<file path="config.mk">
export PLATFORM = sky130hd
export DESIGN_NAME = lfsr_scrambler
export DESIGN_NICKNAME = d
export VERILOG_FILES = /design/src/rtl/lfsr_scrambler_pkg.sv /design/src/rtl/lfsr_scrambler_core.sv /design/src/rtl/lfsr_scrambler.sv
export SDC_FILE = /design/constraint.sdc
export NUM_CORES = 1
export LEC_CHECK = 0
export CAP_MARGIN = 30
export CORE_MARGIN = 8
export CORE_UTILIZATION = 42
export CTS_CLUSTER_SIZE = 8
export DETAILED_ROUTE_END_ITERATION = 10
export HOLD_SLACK_MARGIN = 0.03
export PLACE_DENSITY = 0.76
export SYNTH_ARGS = -nofsm -noshare
export SYNTH_HDL_FRONTEND = slang
export SYNTH_SLANG_ARGS = --single-unit
</file>
<file path="constraint.sdc">
create_clock -name aclk -period 1.6 [get_ports aclk]
set_clock_uncertainty 0.1 [all_clocks]
set_input_delay 0.32 -clock aclk [delete_from_list [all_inputs] [get_ports aclk]]
set_output_delay 0.32 -clock aclk [all_outputs]
set_load 0.01 [all_outputs]
</file>
<file path="src/rtl/lfsr_scrambler_pkg.sv">
// -----------------------------------------------------------------------------
// lfsr_scrambler_pkg
// Shared definitions for the parametrised LFSR scrambler/descrambler.
//   - Mode encodings for the MODE parameter.
//   - parity32 : even-parity reduction used for the LFSR feedback.
//   - lfsr_step: one serial bit-step of the LFSR for any supported mode.
//                Works on a 32-bit container; only the low 'len' bits of the
//                state are meaningful and the upper bits are kept at zero.
// -----------------------------------------------------------------------------
package lfsr_scrambler_pkg;

   localparam int MODE_ADDITIVE   = 0;
   localparam int MODE_MULT_SCR   = 1;
   localparam int MODE_MULT_DESCR = 2;

   localparam int MAX_LFSR_LEN    = 32;

   // XOR reduction of a 32-bit vector (feedback parity).
   function automatic logic parity32(input logic [31:0] vec);
      return ^vec;
   endfunction

   // One bit-step. Returns {output_bit, next_state[31:0]}.
   // The shifted-in bit is the feedback itself (additive), the scrambled
   // output (multiplicative scramble) or the received bit (descramble), which
   // is what makes the descrambler self-synchronising.
   function automatic logic [32:0] lfsr_step(
      input logic [31:0] state,
      input logic        in_bit,
      input int          mode,
      input logic [31:0] poly,
      input int          len
   );
      logic        fb;
      logic        out_bit;
      logic        shift_in;
      logic [31:0] mask;
      logic [31:0] next_state;
      fb      = parity32(state & poly);
      out_bit = in_bit ^ fb;
      case (mode)
         MODE_MULT_SCR:   shift_in = out_bit;
         MODE_MULT_DESCR: shift_in = in_bit;
         default:         shift_in = fb;
      endcase
      // Keep bits at and above 'len' cleared so they never reach the taps.
      mask       = 32'hFFFF_FFFF >> (MAX_LFSR_LEN - len);
      next_state = {state[30:0], shift_in} & mask;
      return {out_bit, next_state};
   endfunction

endpackage : lfsr_scrambler_pkg

</file>
<file path="src/rtl/lfsr_scrambler_core.sv">
// -----------------------------------------------------------------------------
// lfsr_scrambler_core
// Purely combinational datapath: unrolls WIDTH serial LFSR bit-steps so one
// whole beat is scrambled/descrambled in a single cycle. data_in[0] is the
// first bit in time, data_in[WIDTH-1] the last.
// Ports:
//   state      in  LFSR_LEN  current LFSR state
//   data_in    in  WIDTH     input beat
//   next_state out LFSR_LEN  state after WIDTH bit-steps
//   data_out   out WIDTH     scrambled/descrambled beat
// -----------------------------------------------------------------------------
module lfsr_scrambler_core
   import lfsr_scrambler_pkg::*;
#(
   parameter int                  WIDTH    = 24,
   parameter int                  LFSR_LEN = 7,
   parameter logic [LFSR_LEN-1:0] POLY     = 7'b1001000,
   parameter int                  MODE     = MODE_ADDITIVE
) (
   input  logic [LFSR_LEN-1:0] state,
   input  logic [WIDTH-1:0]    data_in,
   output logic [LFSR_LEN-1:0] next_state,
   output logic [WIDTH-1:0]    data_out
);

   localparam logic [31:0] POLY_EXT = 32'(POLY);

   logic [31:0] walk_s;
   logic [32:0] step_s;

   // Unrolled bit-serial LFSR walk across the beat.
   always_comb begin
      walk_s   = 32'(state);
      step_s   = 33'd0;
      data_out = {WIDTH{1'b0}};
      for (int i = 0; i < WIDTH; i++) begin
         step_s      = lfsr_step(walk_s, data_in[i], MODE, POLY_EXT, LFSR_LEN);
         data_out[i] = step_s[32];
         walk_s      = step_s[31:0];
      end
      next_state = walk_s[LFSR_LEN-1:0];
   end

endmodule : lfsr_scrambler_core

</file>
<file path="src/rtl/lfsr_scrambler.sv">
// -----------------------------------------------------------------------------
// lfsr_scrambler
// AXI-Stream bit scrambler/descrambler with one registered output stage and
// full throughput. Holds the LFSR state, the reseed register, the output
// register and the ready/valid handshake.
// Ports:
//   aclk          in   clock, rising edge
//   areset        in   asynchronous active-high reset
//   cfg_seed      in   runtime seed
//   cfg_seed_load in   one-cycle pulse: load cfg_seed into state and reseed reg
//   s_axis_*      in   input stream (tdata/tuser/tlast/tvalid, tready out)
//   m_axis_*      out  output stream (tdata/tuser/tlast/tvalid, tready in)
// -----------------------------------------------------------------------------
module lfsr_scrambler
   import lfsr_scrambler_pkg::*;
#(
   parameter int                  WIDTH          = 24,
   parameter int                  LFSR_LEN       = 7,
   parameter logic [LFSR_LEN-1:0] POLY           = 7'b1001000,
   parameter logic [LFSR_LEN-1:0] SEED           = 7'b1011101,
   parameter int                  USER_WIDTH     = 4,
   parameter int                  MODE           = MODE_ADDITIVE,
   parameter bit                  RESEED_ON_LAST = 1'b1
) (
   input  logic                  aclk,
   input  logic                  areset,
   input  logic [LFSR_LEN-1:0]   cfg_seed,
   input  logic                  cfg_seed_load,
   input  logic [WIDTH-1:0]      s_axis_tdata,
   input  logic [USER_WIDTH-1:0] s_axis_tuser,
   input  logic                  s_axis_tlast,
   input  logic                  s_axis_tvalid,
   output logic                  s_axis_tready,
   output logic [WIDTH-1:0]      m_axis_tdata,
   output logic [USER_WIDTH-1:0] m_axis_tuser,
   output logic                  m_axis_tlast,
   output logic                  m_axis_tvalid,
   input  logic                  m_axis_tready
);

   // Reseeding on frame end only makes sense for the frame-synchronous mode.
   localparam bit RESEED_EN = RESEED_ON_LAST && (MODE == MODE_ADDITIVE);

   logic [LFSR_LEN-1:0]   state_r;
   logic [LFSR_LEN-1:0]   reseed_r;
   logic [WIDTH-1:0]      data_r;
   logic [USER_WIDTH-1:0] user_r;
   logic                  last_r;
   logic                  valid_r;

   logic                  ready_s;
   logic                  accept_s;
   logic [LFSR_LEN-1:0]   core_next_s;
   logic [WIDTH-1:0]      core_out_s;
   logic [LFSR_LEN-1:0]   state_nxt_s;

   lfsr_scrambler_core #(
      .WIDTH    (WIDTH),
      .LFSR_LEN (LFSR_LEN),
      .POLY     (POLY),
      .MODE     (MODE)
   ) u_core (
      .state      (state_r),
      .data_in    (s_axis_tdata),
      .next_state (core_next_s),
      .data_out   (core_out_s)
   );

   // Upstream may push whenever the output slot is empty or draining.
   assign ready_s  = ~valid_r | m_axis_tready;
   assign accept_s = s_axis_tvalid & ready_s;

   // Next LFSR state: seed load beats frame reseed, which beats advancing.
   always_comb begin
      if (cfg_seed_load) begin
         state_nxt_s = cfg_seed;
      end else if (accept_s) begin
         if (RESEED_EN && s_axis_tlast) begin
            state_nxt_s = reseed_r;
         end else begin
            state_nxt_s = core_next_s;
         end
      end else begin
         state_nxt_s = state_r;
      end
   end

   // LFSR state and reseed registers.
   always_ff @(posedge aclk or posedge areset) begin
      if (areset) begin
         state_r  <= SEED;
         reseed_r <= SEED;
      end else begin
         state_r <= state_nxt_s;
         if (cfg_seed_load) begin
            reseed_r <= cfg_seed;
         end else begin
            reseed_r <= reseed_r;
         end
      end
   end

   // Output register stage; payload is held while the slot is stalled.
   always_ff @(posedge aclk or posedge areset) begin
      if (areset) begin
         valid_r <= 1'b0;
         data_r  <= {WIDTH{1'b0}};
         user_r  <= {USER_WIDTH{1'b0}};
         last_r  <= 1'b0;
      end else if (accept_s) begin
         valid_r <= 1'b1;
         data_r  <= core_out_s;
         user_r  <= s_axis_tuser;
         last_r  <= s_axis_tlast;
      end else if (m_axis_tready) begin
         valid_r <= 1'b0;
      end else begin
         valid_r <= valid_r;
      end
   end

   assign s_axis_tready = ready_s;
   assign m_axis_tdata  = data_r;
   assign m_axis_tuser  = user_r;
   assign m_axis_tlast  = last_r;
   assign m_axis_tvalid = valid_r;

endmodule : lfsr_scrambler
</file>
## Yosys cells after proc, flatten, opt, wreduce, memory -nomap -nowiden

Index checks and enable logic that the tools add are counted.
Widths: inputs -> output; s select.

- Multiplexer cells: 5
- Bitwise gates (word level): 27
- Reduce and logical (&&, ||, !) cells: 26

Operators by type and width:

| kind | number |
|---|---|
| $reduce_xor 32->1 | 24 |
| $xor 1x1->1 | 24 |
| $mux 7 | 3 |
| $reduce_bool 2->1 | 2 |
| $mux 1 | 2 |
| $and 1x1->1 | 1 |
| $not 1->1 | 1 |
| $or 1x1->1 | 1 |

- Bits in registers: 44
- Input port bits: 41
- Output and inout bits: 31
- Logic and storage cells: 64

## Depth between registers and ports, before layout

- Depth after elaboration: 9
- Gate-level depth with buffers: 6
- Mapped depth without buffers: 4

## By module

From an unflattened synthesis, not the netlist that was laid out.

- Cell total of the unflattened synthesis: 196
- Area total of the unflattened synthesis: 2766.4 µm²

Modules (own cells, without submodules):

| module | instances | cells each | area each (µm²) |
|---|---|---|---|
| lfsr_scrambler | 1 | 136 | 1960.6 |
| lfsr_scrambler_core | 1 | 60 | 805.8 |

## Worst setup path before layout

Ideal clock, no wire load.

- Path type: reg-to-reg
- Start point: reg state_r[3]
- End point: reg data_r[12] (netlist: m_axis_tdata[12])
- Data arrival time: 1503 ps
- Data required time: 1370 ps
- Setup slack: -134 ps
- Stages on the path, launching flop included: 6
- Buffers on the path: 1
- Clock period less this slack: 1734 ps
- Cell sequence: dfstp_2 -> buf_6 -> xnor3_2 -> xor2_4 -> xor2_1 -> o21ai_1

- Longest elaborated chain between the ends: 5

Ends and longest elaborated chain:

| element | line | source |
|---|---|---|
| start, declared | lfsr_scrambler.sv:44 | `logic [LFSR_LEN-1:0] state_r;` |
| start signal, assigned | lfsr_scrambler.sv:94 | `state_r <= state_nxt_s;` |
| $reduce_xor 32->1 (4 in a row) | lfsr_scrambler_pkg.sv:20 | `return ^vec;` |
| $xor 1x1->1 | lfsr_scrambler_pkg.sv:40 | `out_bit = in_bit ^ fb;` |
| end signal, assigned | lfsr_scrambler.sv:107 | `data_r <= {WIDTH{1'b0}};` |
| end signal, assigned | lfsr_scrambler.sv:112 | `data_r <= core_out_s;` |
| end, declared | lfsr_scrambler.sv:46 | `logic [WIDTH-1:0] data_r;` |

No other way between the ends.
A chain may end at the register's enable or synchronous reset.

## Worst setup path in the final report

- Start point: reg state_r[4]
- End point: reg state_r[6]

- Longest elaborated chain between the ends: 7
- Elaborated cells between the ends (all ways): 9

Ends and longest elaborated chain:

| element | line | source |
|---|---|---|
| $reduce_xor 32->1 * | lfsr_scrambler_pkg.sv:20 |  |
| $reduce_xor 32->1 (2 in a row) | lfsr_scrambler_pkg.sv:20 |  |
| $reduce_xor 32->1 * | lfsr_scrambler_pkg.sv:20 |  |
| $mux 7 * | lfsr_scrambler.sv:78 | `if (RESEED_EN && s_axis_tlast) begin` |
| $mux 7 * | lfsr_scrambler.sv:77 | `end else if (accept_s) begin` |
| $mux 7 * | lfsr_scrambler.sv:75 | `if (cfg_seed_load) begin` |

Every way passes the cells marked *; elsewhere a longest branch is shown, timed or not. The select of a mux whose other input is x is not followed.

==> flow_summary.toml <==
[die]
core_mm2 = 0.00547
rows = 27
initial_core_util_pct = 43.5
die-width_um = 91.3
io_pins = 72
die_height_um = 91.3
die-area_mm2 = 0.00833

[drt]
drtAntennaViolNets = 0
viasPerCell = 4.71
wire_per_inst_um = 15.9
firstDrtPassIters = 4
drt_iter0_markers = 44
vias = 1893
drc = 0
drt_wl_total_um = 6410

[timing]
post-route-period-util_pct = 113
min_period_ns = 1.80
drv_slew = 0
max_slew.worst_pin.slew_ns = 0.388
hold_viol = 0
maxSlewHeadroom_pct = 74.2
fmax_ghz = 0.555
fin_tns_setup_ns = -1.99
setup_ws_ns = -0.203
rsz0062_at_grt = "true"
setup-violations-final = 25

[layout]
final_nets = 370
nFillCells = 402
seqCellArea_mm2 = 0.00111
multi_input_area_mm2 = 0.00134
drive_above_1_share_pct = 29.4
area_delta_synth_final_pct = 58.7
diodes = 0

[placement]
place_congestion = 0.795
hpwl_um = 4390
io_buffers = 71

[setup_path]
critical-path-max-stage-delay_ns = 0.55
r2r_end = "state_r[6]"
cp-start-kind = "flop"
critPathSlowestCell = "dfstp_2"
crit_arrival_ns = 1.91
rrSetupSlack_ns = -0.20
critPathKind = "flop to flop"
reg2reg_from = "state_r[4]"
rr_worst_depth = 4
critPathMaxFanout = 3
critical_path_required_ns = 1.70
endpoint_kind = "flop"
crit_chain = "xnor3_2 > xnor2_2 > mux2i_1 > o31ai_1"

[yosys]
syn_inst = 222
synth_edf_count = 0
synth_top_area_share_pct = 35.8
seq_area_frac_synth_pct = 46.8
synth_ff_type = "dfrtp_1"
synth_nets = 263
syn_avg_cell_area_um2 = 10.7
yosys-top-cells-count = "42 x nand2_1, 34 x dfrtp_1, 28 x xnor2_1"
synth_top_cell_by_area = "dfrtp_1"
ys_ff_latch = 44
ys_top_cells_by_area = "dfrtp_1 36%, dfstp_2 11%, xnor2_1 10%, nand2_1 6.6%, xor2_1 5.9%"
synthArstFlopShare_pct = 100
synth_warnings = 0
synth_cell_types = 29
syn_area_mm2 = 0.00238
synth_most_common_cell = "nand2_1"

[cts]
clk_pin_slew_ns = 0.08
hold_buffers = 0
ctsRootBufferMaster = "clkbuf_8"
cts_tree = "done"
cts.sinks = 44
cts_buffer_depth = 2
cts_made_buffers = 5
worstSkewPairLatency_ns = 0.29
cts.htree.levels = 2

[run]
cap_violations = 0

[global_routing]
antenna_found_initial = 0
grt_max_degree = 45
grt_pass1_wl_um = 10100
grt_overflow = 0
grt_usage_pct = 14.9
grt_pass1_vias = 1950

[run_status]
status = "finished, violations left"
violations = "negative setup slack"

[min_path]
min_path_type = "primary input to asynchronous set/reset pin"

[power_and_ir_drop]
power.total_mw = 4.68
p_per_area_mw_per_mm2 = 1240
vdd_drop_max_uv = 500
leakage_nw = 1.71
==> flip-flops by register name, indices dropped and copies added, names as in the netlist <==
| register | flops |
|---|---|
| m_axis_tdata | 24 |
| reseed_r | 7 |
| state_r | 7 |
| m_axis_tuser | 4 |
| m_axis_tlast | 1 |
| m_axis_tvalid | 1 |
==> routing by layer <==
metal | up-vias | global-route usage, % | routed length (um)
li1 | 927 | - | -
met1 | 905 | 18.2 | 2790
met2 | 55 | 25.1 | 3200
met3 | 6 | 4.53 | 366
met4 | 0 | 3.82 | 63
met5 | - | 0 | 0
==> cells by family (layout without fill, tap and decap cells) <==
| kind of cell | after synthesis | after routing | share of synthesized area (%) |
|---|---|---|---|
| buffers and inverters | 19 | 127 | 4.84 |
| xor gates and xnor gates | 53 | 53 | 24.6 |
| and+or+nand+nor | 54 | 54 | 9.68 |
| muxes | 8 | 8 | 3.68 |
| DFF | 44 | 44 | 46.8 |
| AOI/OAI and AO/OA | 44 | 44 | 10.4 |
==> how the worst max path moves through the flow <==
| stage | startpoint | end | slack [ns] | cells past startpoint |
|---|---|---|---|---|
| 3_5_place_dp | m_axis_tready | s_axis_tready | -0.24 | 3 |
| 2_1_floorplan | state_r[2] | m_axis_tdata[12] | -0.11 | 5 |
| 6_report | state_r[4] | state_r[6] | -0.20 | 4 |
| 5_1_grt | state_r[2] | m_axis_tdata[5] | -0.24 | 7 |
| 4_1_cts | state_r[2] | state_r[6] | -0.15 | 4 |
| 3_3_place_gp | m_axis_tready | s_axis_tready | -0.23 | 3 |
==> cells in the final DEF, fill, tap and decap left out, types with 4 or more instances in the layout <==
cell type        count
nand2_1             41
clkdlybuf4s50_1     40
dfrtp_1             33
dlygate4sd2_1       30
buf_4               30
xnor2_1             18
o21ai_1             15
o21ai_0             10
buf_6               10
dfstp_2             10
xor2_1               9
xnor2_2              9
a21oi_1              9
nand2b_1             6
xor2_2               6
mux2_2               6
clkbuf_8             6
buf_12               6
xor2_4               5
o211ai_1             4
nor2b_1              4
==> critical path, delay by kind of cell, from the launching register on <==
kind,cells,cell delay (ns)
DFF,1,0.55
xor gates and xnor gates,2,0.74
muxes,1,0.11
AOI/OAI and AO/OA,1,0.21
==> through the flow <==
step	hold WS, ns	cells	setup slack, ns	utilization (%)	cell area (um2)
final	0.269	402	-0.203	69.0	3770
after floorplan	0.325	222	-0.110	-	2390
after global routing	0.311	402	-0.240	69.0	3770
after global placement	0.361	380	-0.233	61.5	3360
after CTS	0.280	396	-0.155	66.0	3610
after detailed placement	0.363	380	-0.243	61.5	3360
==> power breakdown <==
| part | internal, mW | total [mW] | switching [mW] |
|---|---|---|---|
| logic | 1.31 | 2.36 | 1.04 |
| clock network | 0.353 | 0.716 | 0.363 |
| registers | 1.42 | 1.61 | 0.183 |
| total | 3.09 | 4.68 | 1.59 |
==> what timing repair did <==
item	4_1_cts	5_1_grt
gates resized for setup	54	22
pin swaps	7	14
setup buffers	8	6
setup endpoints to repair	51	30
==> cell type report <==
type                       instances  share of cell area, %
timing repair buffer             117                   30.0
sequential                        44                   29.5
multi-input combinational        159                   35.5
clock buffer                       8                   2.39
inverter                           2                  0.199
tap                               72                   2.39
Note: power is estimated with default switching activity, not from simulation.
